### config.mk
export PLATFORM = sky130hd
export DESIGN_NAME = or_arbiter
export DESIGN_NICKNAME = d
export VERILOG_FILES = /design/src/rtl/or_arb_pkg.sv /design/src/rtl/rr_arb2.sv /design/src/rtl/or_arbiter.sv
export SDC_FILE = /design/constraint.sdc
export NUM_CORES = 1
export LEC_CHECK = 0
export CAP_MARGIN = 5
export CORE_MARGIN = 2
export CORE_UTILIZATION = 31
export DETAILED_ROUTE_END_ITERATION = 10
export HOLD_SLACK_MARGIN = 0.12
export PLACE_DENSITY = 0.57
export SYNTH_ARGS = -nofsm -noshare
export SYNTH_HDL_FRONTEND = slang
export SYNTH_SLANG_ARGS = --single-unit
### constraint.sdc
create_clock -name clk -period 2 [get_ports clk]
set_clock_uncertainty 0.15 [all_clocks]
set_input_delay 0.2 -clock clk [delete_from_list [all_inputs] [get_ports clk]]
set_output_delay 0.2 -clock clk [all_outputs]
set_load 0.1 [all_outputs]
### src/rtl/or_arb_pkg.sv
// Shared types and defaults for the two-requester OR arbiter.
package or_arb_pkg;

  localparam int unsigned OR_ARB_W = 8;

  typedef enum logic [1:0] {
    ST_IDLE = 2'd0,
    ST_EXEC = 2'd1,
    ST_RESP = 2'd2
  } state_e;

endpackage

### src/rtl/rr_arb2.sv
// Two-way round-robin grant with the last_grant register; grants only when en_i is high.
module rr_arb2 (
  input  logic       clk,
  input  logic       rst,
  input  logic [1:0] req_i,
  input  logic       en_i,
  output logic [1:0] gnt_o,
  output logic       gnt_id_o
);

  logic last_q;
  logic last_d;
  logic id_c;

  always_comb begin
    // Contention goes to the requester that did not win last time.
    if (req_i == 2'b11) id_c = ~last_q;
    else                id_c = req_i[1];
    gnt_o  = '0;
    last_d = last_q;
    if (en_i && (|req_i)) begin
      gnt_o[id_c] = 1'b1;
      last_d      = id_c;
    end
  end

  assign gnt_id_o = id_c;

  always_ff @(posedge clk) begin
    if (rst) last_q <= 1'b1;
    else     last_q <= last_d;
  end

endmodule

### src/rtl/or_arbiter.sv
// Arbitrates two requesters and returns the bitwise OR of the granted operands.
module or_arbiter
  import or_arb_pkg::*;
#(
  parameter int unsigned W = OR_ARB_W
) (
  input  logic         clk,
  input  logic         rst,
  input  logic [1:0]   req_valid,
  output logic [1:0]   req_ready,
  input  logic [W-1:0] a0,
  input  logic [W-1:0] b0,
  input  logic [W-1:0] a1,
  input  logic [W-1:0] b1,
  output logic         rsp_valid,
  input  logic         rsp_ready,
  output logic         rsp_id,
  output logic [W-1:0] rsp_f,
  output logic         busy
);

  state_e       state_q;
  state_e       state_d;
  logic [W-1:0] a_q;
  logic [W-1:0] b_q;
  logic         id_q;
  logic [W-1:0] rsp_f_q;
  logic         rsp_id_q;
  logic [1:0]   gnt;
  logic         gnt_id;
  logic         arb_en;

  assign arb_en = (state_q == ST_IDLE) && !rst;

  rr_arb2 u_rr_arb2 (
    .clk      (clk),
    .rst      (rst),
    .req_i    (req_valid),
    .en_i     (arb_en),
    .gnt_o    (gnt),
    .gnt_id_o (gnt_id)
  );

  always_comb begin
    state_d = state_q;
    unique case (state_q)
      ST_IDLE: if (|gnt)     state_d = ST_EXEC;
      ST_EXEC:               state_d = ST_RESP;
      ST_RESP: if (rsp_ready) state_d = ST_IDLE;
      default:               state_d = ST_IDLE;
    endcase
  end

  always_ff @(posedge clk) begin
    if (rst) begin
      state_q  <= ST_IDLE;
      a_q      <= '0;
      b_q      <= '0;
      id_q     <= 1'b0;
      rsp_f_q  <= '0;
      rsp_id_q <= 1'b0;
    end else begin
      state_q <= state_d;
      if (|gnt) begin
        a_q  <= gnt_id ? a1 : a0;
        b_q  <= gnt_id ? b1 : b0;
        id_q <= gnt_id;
      end
      if (state_q == ST_EXEC) begin
        rsp_f_q  <= a_q | b_q;
        rsp_id_q <= id_q;
      end
    end
  end

  assign req_ready = gnt;
  assign rsp_valid = (state_q == ST_RESP);
  assign rsp_f     = rsp_f_q;
  assign rsp_id    = rsp_id_q;
  assign busy      = (state_q != ST_IDLE);

endmodule

# Word level (Yosys, flattened, before mapping)
# Index checks and enable logic that the tools add are counted.
[totals]
reg_bits = 29
input_bits = 37
out_inout_bits = 13
[classes]
magnitude_cmp = 2
n_eq_ne = 5
muxes = 9
n_bitwise = 2
n_reduce_logical = 9
[ops]
columns = ["operator", "count"]
rows = [
  ["2-to-1 mux 8 bit", 2],
  ["bitwise OR 8 bit", 1],
  ["2-to-1 mux 2 bit", 3],
  ["one-hot mux 2 bit (3 select lines)", 1],
  ["equality test 2 bit, second input constant", 2],
  ["inequality test 2 x 1 -> 1 bit, second input constant", 2],
  ["OR reduction 2 bit", 2],
  ["logical AND 1 bit", 3],
  ["equality test 2 x 1 -> 1 bit, second input constant", 1],
  ["zero test 2 bit", 1],
  ["less-than comparator 1 x 2 -> 1 bit, second input constant", 1],
  ["2-to-1 mux 1 bit", 2],
  ["AND reduction 2 bit", 1],
  ["nonzero test 2 bit", 1],
  ["demux 1 bit (select 1 bit)", 1],
  ["greater-or-equal comparator 1 bit, second input constant", 1],
  ["zero test 1 bit", 1],
  ["inverter 1 bit", 1],
]

# Longest topological paths before layout
[depth]
depth_word = 10
depth_mapped = 6

# Cells and area by module
# A second synthesis with hierarchy kept.
[unflattened]
hier_cells = 134
area_unflattened_um2 = 1373.8
[by_module_without_submodules]
columns = ["mod", "n_inst", "cells_each", "area_each_um2"]
rows = [
  ["or_arbiter", 1, 126, 1310.0],
  ["rr_arb2", 1, 8, 63.8],
]

# Worst setup path before layout
# Ideal clock, no wire load.
[synth_path]
path_kind = "flip-flop to flip-flop"
from = "register state_q[1]"
to = "register state_q[1]"
setup_time_ps = 70
arrival_ps = 2042
slack_ps = -261
stages_incl_launch_ff = 4
path_buffers = 0
period_less_slack_ps = 2261
cell_sequence = "dfxtp_1 -> nor2b_1 -> a21oi_1 -> nor2_1"
[synth_via]
elab_cells_between_ends = 11
[synth_lines]
columns = ["element", "line_no", "rtl"]
rows = [
  ["from (decl)", "or_arbiter.sv:22", "state_e state_q;"],
  ["from (signal assigned)", "or_arbiter.sv:63", "state_q <= state_d;"],
  ["equality test 2 bit (*)", "n/a", ""],
  ["via rsp_valid", "or_arbiter.sv:15", "output logic rsp_valid,"],
  ["inequality test 2 x 1 -> 1 bit (no source line)", "n/a", ""],
  ["AND reduction 2 bit (no source line)", "n/a", ""],
]
# The timed path passes the listed nets; every way through them passes the cells marked *.
# A chain may end at the register's enable or synchronous reset.

# Worst setup path in the final report
[layout_path]
from = "register state_q[0]"
to = "output port req_ready[0]"
[layout_via]
elab_chain_len = 4
[layout_rtl]
columns = ["element", "line_no", "rtl"]
rows = [
  ["zero test 2 bit", "or_arbiter.sv:33", "assign arb_en = (state_q == ST_IDLE) && !rst;"],
  ["logical AND 1 bit", "or_arbiter.sv:33", ""],
  ["logical AND 1 bit", "rr_arb2.sv:21", "if (en_i && (|req_i)) begin"],
  ["2-to-1 mux 2 bit", "rr_arb2.sv:21", ""],
  ["to (decl)", "or_arbiter.sv:10", "output logic [1:0] req_ready,"],
]
# Every way passes these cells.

==> impl_metrics.xml <==
<?xml version="1.0" encoding="UTF-8"?>
<metrics>
  <group name="yosys">
    <metric name="post_synth_xor_area_fraction" unit="%">0</metric>
    <metric name="synth.distinct_cells" unit="">27</metric>
    <metric name="combinational_family_with_the_most_area_after_synthesis" unit="">compound AO/OA/AOI/OAI gates</metric>
    <metric name="synthTopCellsByCount" unit="">sky130_fd_sc_hd__dfxtp_1 (29), sky130_fd_sc_hd__nor2_1 (21), sky130_fd_sc_hd__and3_1 (14)</metric>
    <metric name="yosysMostFrequentCell" unit="">sky130_fd_sc_hd__dfxtp_1</metric>
    <metric name="register_area_share_after_synthesis" unit="%">48.89</metric>
    <metric name="yosys-mux-area-fraction" unit="%">0.8430</metric>
    <metric name="synthArstFlopShare" unit="%">0</metric>
    <metric name="syn_avg_cell_area" unit="µm²">9.576</metric>
    <metric name="synthFlopType" unit="">sky130_fd_sc_hd__dfxtp_1</metric>
    <metric name="number_of_enable_flip_flop_cells_after_synthesis" unit="">0</metric>
    <metric name="yosys_warnings" unit="">0</metric>
    <metric name="ys_seq_elements" unit="">29</metric>
    <metric name="post_synth_main_area_contributors" unit="">sky130_fd_sc_hd__dfxtp_1 (49%), sky130_fd_sc_hd__a221o_1 (11%), sky130_fd_sc_hd__and3_1 (7.4%)</metric>
    <metric name="syn_inst" unit="">124</metric>
    <metric name="synth.top_cell.area_share" unit="%">48.89</metric>
    <metric name="mappedNetlistArea" unit="µm²">1187</metric>
    <metric name="netlist.top_cell.by_area" unit="">sky130_fd_sc_hd__dfxtp_1</metric>
    <metric name="synth_simple_gate_area_share" unit="%">22.13</metric>
    <metric name="synth_fa_ha_area_share" unit="%">0</metric>
    <metric name="synth_fp_nets" unit="">161</metric>
    <metric name="synth_compound_area_share" unit="%">22.13</metric>
  </group>
  <group name="die">
    <metric name="ios" unit="">50</metric>
    <metric name="floorplan.rows" unit="">22</metric>
    <metric name="initial_core_util" unit="%">32.43</metric>
    <metric name="core" unit="µm²">3661</metric>
    <metric name="fp.dieW" unit="µm">65.89</metric>
    <metric name="floorplan.die.height" unit="µm">65.89</metric>
    <metric name="die_area" unit="µm²">4341</metric>
  </group>
  <group name="timing">
    <metric name="clock.fmax" unit="MHz">543.4</metric>
    <metric name="report.final.slew_viol_count" unit="">0</metric>
    <metric name="rsz_0062_raised_after_global_routing" unit="">no</metric>
    <metric name="finalHoldViolations" unit="">0</metric>
    <metric name="worst_slack" unit="ns">0.1598</metric>
    <metric name="period_minus_slack" unit="ns">1.840</metric>
    <metric name="totalNegativeSetupSlack" unit="ns">0</metric>
    <metric name="maxSlewHeadroom" unit="%">60.51</metric>
    <metric name="period_share" unit="%">92.01</metric>
    <metric name="finalSetupViolCount" unit="">0</metric>
    <metric name="max_slew.worst_pin.slew" unit="ns">0.5923</metric>
  </group>
  <group name="global_routing">
    <metric name="global_route_wire_length_before_repair" unit="µm">5106</metric>
    <metric name="grt_overflow" unit="">0</metric>
    <metric name="via_count_of_the_first_global_routing_pass" unit="">1139</metric>
    <metric name="initial_antenna_violation_count" unit="">0</metric>
    <metric name="maximum_number_of_pins_on_one_net_before_global_route_repair" unit="">18</metric>
    <metric name="track_usage" unit="%">16.05</metric>
  </group>
  <group name="worst_setup_path">
    <metric name="type_of_the_setup_path_with_the_least_slack" unit="">reg2out</metric>
    <metric name="worstPathArrival" unit="ns">1.49</metric>
    <metric name="crit_fanout" unit="">15</metric>
    <metric name="r2r_start" unit="">u_rr_arb2.last_q$_SDFFE_PP1N_</metric>
    <metric name="setup.worst_path.start_class" unit="">flip-flop</metric>
    <metric name="setup.worst_path.end_class" unit="">primary output</metric>
    <metric name="timing.reg2reg.setup_slack" unit="ns">0.51</metric>
    <metric name="end_of_the_worst_register_to_register_path" unit="">b_q[3]$_SDFFE_PP0P_</metric>
    <metric name="critPathRequiredTime" unit="ns">1.65</metric>
    <metric name="timing.reg2reg.worst_path_depth" unit="">4</metric>
  </group>
  <group name="placement">
    <metric name="dp_hpwl" unit="µm">2362</metric>
    <metric name="portBuffers" unit="">49</metric>
    <metric name="dpl_worst_slack" unit="ns">-0.04110</metric>
    <metric name="routabilityCongestion" unit="">0.7298</metric>
  </group>
  <group name="worst_hold_path">
    <metric name="holdCritPathClass" unit="">reg2reg</metric>
    <metric name="hold_path.startpoint" unit="">a_q[2]$_SDFFE_PP0P_</metric>
    <metric name="min_path_cells" unit="">1</metric>
    <metric name="hold_path_end" unit="">a_q[2]$_SDFFE_PP0P_</metric>
  </group>
  <group name="cts">
    <metric name="cts_max_level" unit="">2</metric>
    <metric name="post-cts-setup-buffers" unit="">0</metric>
    <metric name="number_of_buffers_on_the_longest_clock_path" unit="">2</metric>
    <metric name="worst_skew_pair.late_latency" unit="ns">0.28</metric>
    <metric name="cts-resized-gates" unit="">0</metric>
    <metric name="clk_root_buffer_cell" unit="">sky130_fd_sc_hd__clkbuf_8</metric>
    <metric name="cts.sink_count" unit="">29</metric>
    <metric name="cts_tree" unit="">done</metric>
    <metric name="hold_fix_buffers_at_cts" unit="">0</metric>
    <metric name="cts-buffers-inserted" unit="">5</metric>
    <metric name="path_clk_slew" unit="ns">0.06</metric>
  </group>
  <group name="layout">
    <metric name="layout-area-overhead-vs-synth" unit="%">56.69</metric>
    <metric name="final_layout_size_suffix_gt1_share" unit="%">20.00</metric>
    <metric name="design.final.nets" unit="">216</metric>
    <metric name="finish.utilization" unit="%">50.82</metric>
    <metric name="antenna_cells" unit="">0</metric>
  </group>
  <group name="power">
    <metric name="p_sw_share" unit="%">34.44</metric>
    <metric name="ir_drop" unit="µV">519.0</metric>
    <metric name="power-per-cell-area" unit="nW/µm²">879.1</metric>
    <metric name="internal_power" unit="µW">1072</metric>
    <metric name="share_comb_of_total_power" unit="%">30.4</metric>
    <metric name="power_leakage" unit="µW">0.0007848</metric>
    <metric name="power.share.clock" unit="%">28.5</metric>
    <metric name="switching_power" unit="µW">563.3</metric>
    <metric name="seqPwrFrac" unit="%">41.1</metric>
  </group>
  <group name="detailed_routing">
    <metric name="dr_total_vias" unit="">1162</metric>
    <metric name="wl_per_cell" unit="µm">13.47</metric>
    <metric name="ant_nets" unit="">0</metric>
    <metric name="wl" unit="µm">3072</metric>
    <metric name="dr.first_iter.drc_count" unit="">32</metric>
    <metric name="detailedRoute.firstPassIterationCount" unit="">4</metric>
    <metric name="detail_route.vias_per_cell" unit="">5.096</metric>
    <metric name="drc" unit="">0</metric>
  </group>
  <group name="run">
    <metric name="maxCapViolations" unit="">0</metric>
  </group>
  <group name="outcome">
    <metric name="run_status" unit="">finished clean</metric>
  </group>
</metrics>
## flip-flops by register name (all words and copies together) (netlist names)
register / flops
a_q: 8
b_q: 8
id_q: 1
rsp_f: 8
rsp_id: 1
state_q: 2
u_rr_arb2.last_q: 1
## power by group through the flow
stage	sequential (µW)	combinational, µW	clock [µW]
floorplan	805	197	0
global placement	683	495	0
detailed placement	686	500	0
CTS	673	501	481
global route	678	530	509
finish	672	497	466
## routing by layer
layer / vias up / track usage [%] / share of wire [%]
met4: 0 / 7.813 / 1.4
met3: 5 / 5.451 / 6.9
met2: 41 / 26.39 / 48
met5: - / 0 / 0
li1: 576 / - / -
met1: 540 / 18.53 / 44
## cell families after synthesis
group | after synthesis
and+or+nand+nor | 50
AOI/OAI and AO/OA | 32
DFF | 29
buffers and inverters | 12
muxes | 1
## worst max-delay path, cell delays in order, from the launching register on
cell	delay (ns)
sky130_fd_sc_hd__dfxtp_1	0.34
sky130_fd_sc_hd__nor3_2	0.28
sky130_fd_sc_hd__and3_1	0.25
sky130_fd_sc_hd__buf_12	0.16
sky130_fd_sc_hd__buf_12	0.18
## worst max path at each step
stage	start	end	slack, ns	cells after the start
4_1_cts	state_q[0]$_SDFFE_PP0P_	req_ready[0]	0.13	4
5_1_grt	state_q[0]$_SDFFE_PP0P_	req_ready[0]	0.08	4
6_report	state_q[0]$_SDFFE_PP0P_	req_ready[0]	0.16	4
3_3_place_gp	req_valid[1]	a_q[1]$_SDFFE_PP0P_	0.02	4
3_5_place_dp	req_valid[1]	a_q[3]$_SDFFE_PP0P_	-0.04	4
2_1_floorplan	state_q[0]$_SDFFE_PP0P_	req_ready[1]	0.08	3
## metrics by stage
step	std cells	power [µW]	hold WS (ns)	cell area [µm²]
4_1_cts	228	1655	0.3424	1861
3_3_place_gp	220	1179	0.3208	1774
2_1_floorplan	124	1002	0.1889	1190
5_1_grt	228	1718	0.3484	1861
3_5_place_dp	220	1185	0.3226	1774
6_report	228	1636	0.3372	1861
## cells in the final DEF, fill, tap and decap left out, types with 3 or more instances in the layout
cell type and count:
sky130_fd_sc_hd__a211oi_1 8, sky130_fd_sc_hd__a221o_1 13, sky130_fd_sc_hd__a31oi_1 3, sky130_fd_sc_hd__and3_1 14, sky130_fd_sc_hd__buf_12 5, sky130_fd_sc_hd__buf_4 17
sky130_fd_sc_hd__clkbuf_8 5, sky130_fd_sc_hd__clkdlybuf4s50_1 36, sky130_fd_sc_hd__dfxtp_1 29, sky130_fd_sc_hd__nand3_1 3, sky130_fd_sc_hd__nand4_1 3, sky130_fd_sc_hd__nor2_1 21
sky130_fd_sc_hd__o21ai_0 3
## area by class of cell
class,instances,area (µm²)
Timing Repair Buffer,58,588.1
Clock inverter,3,17.52
Clock buffer,5,68.82
Sequential cell,29,580.6
Multi-Input combinational cell,83,538.0
Tap cell,48,60.06
Inverter,2,7.507
Fill cell,370,1800
No activity file was read; power rests on OpenSTA's default activity.
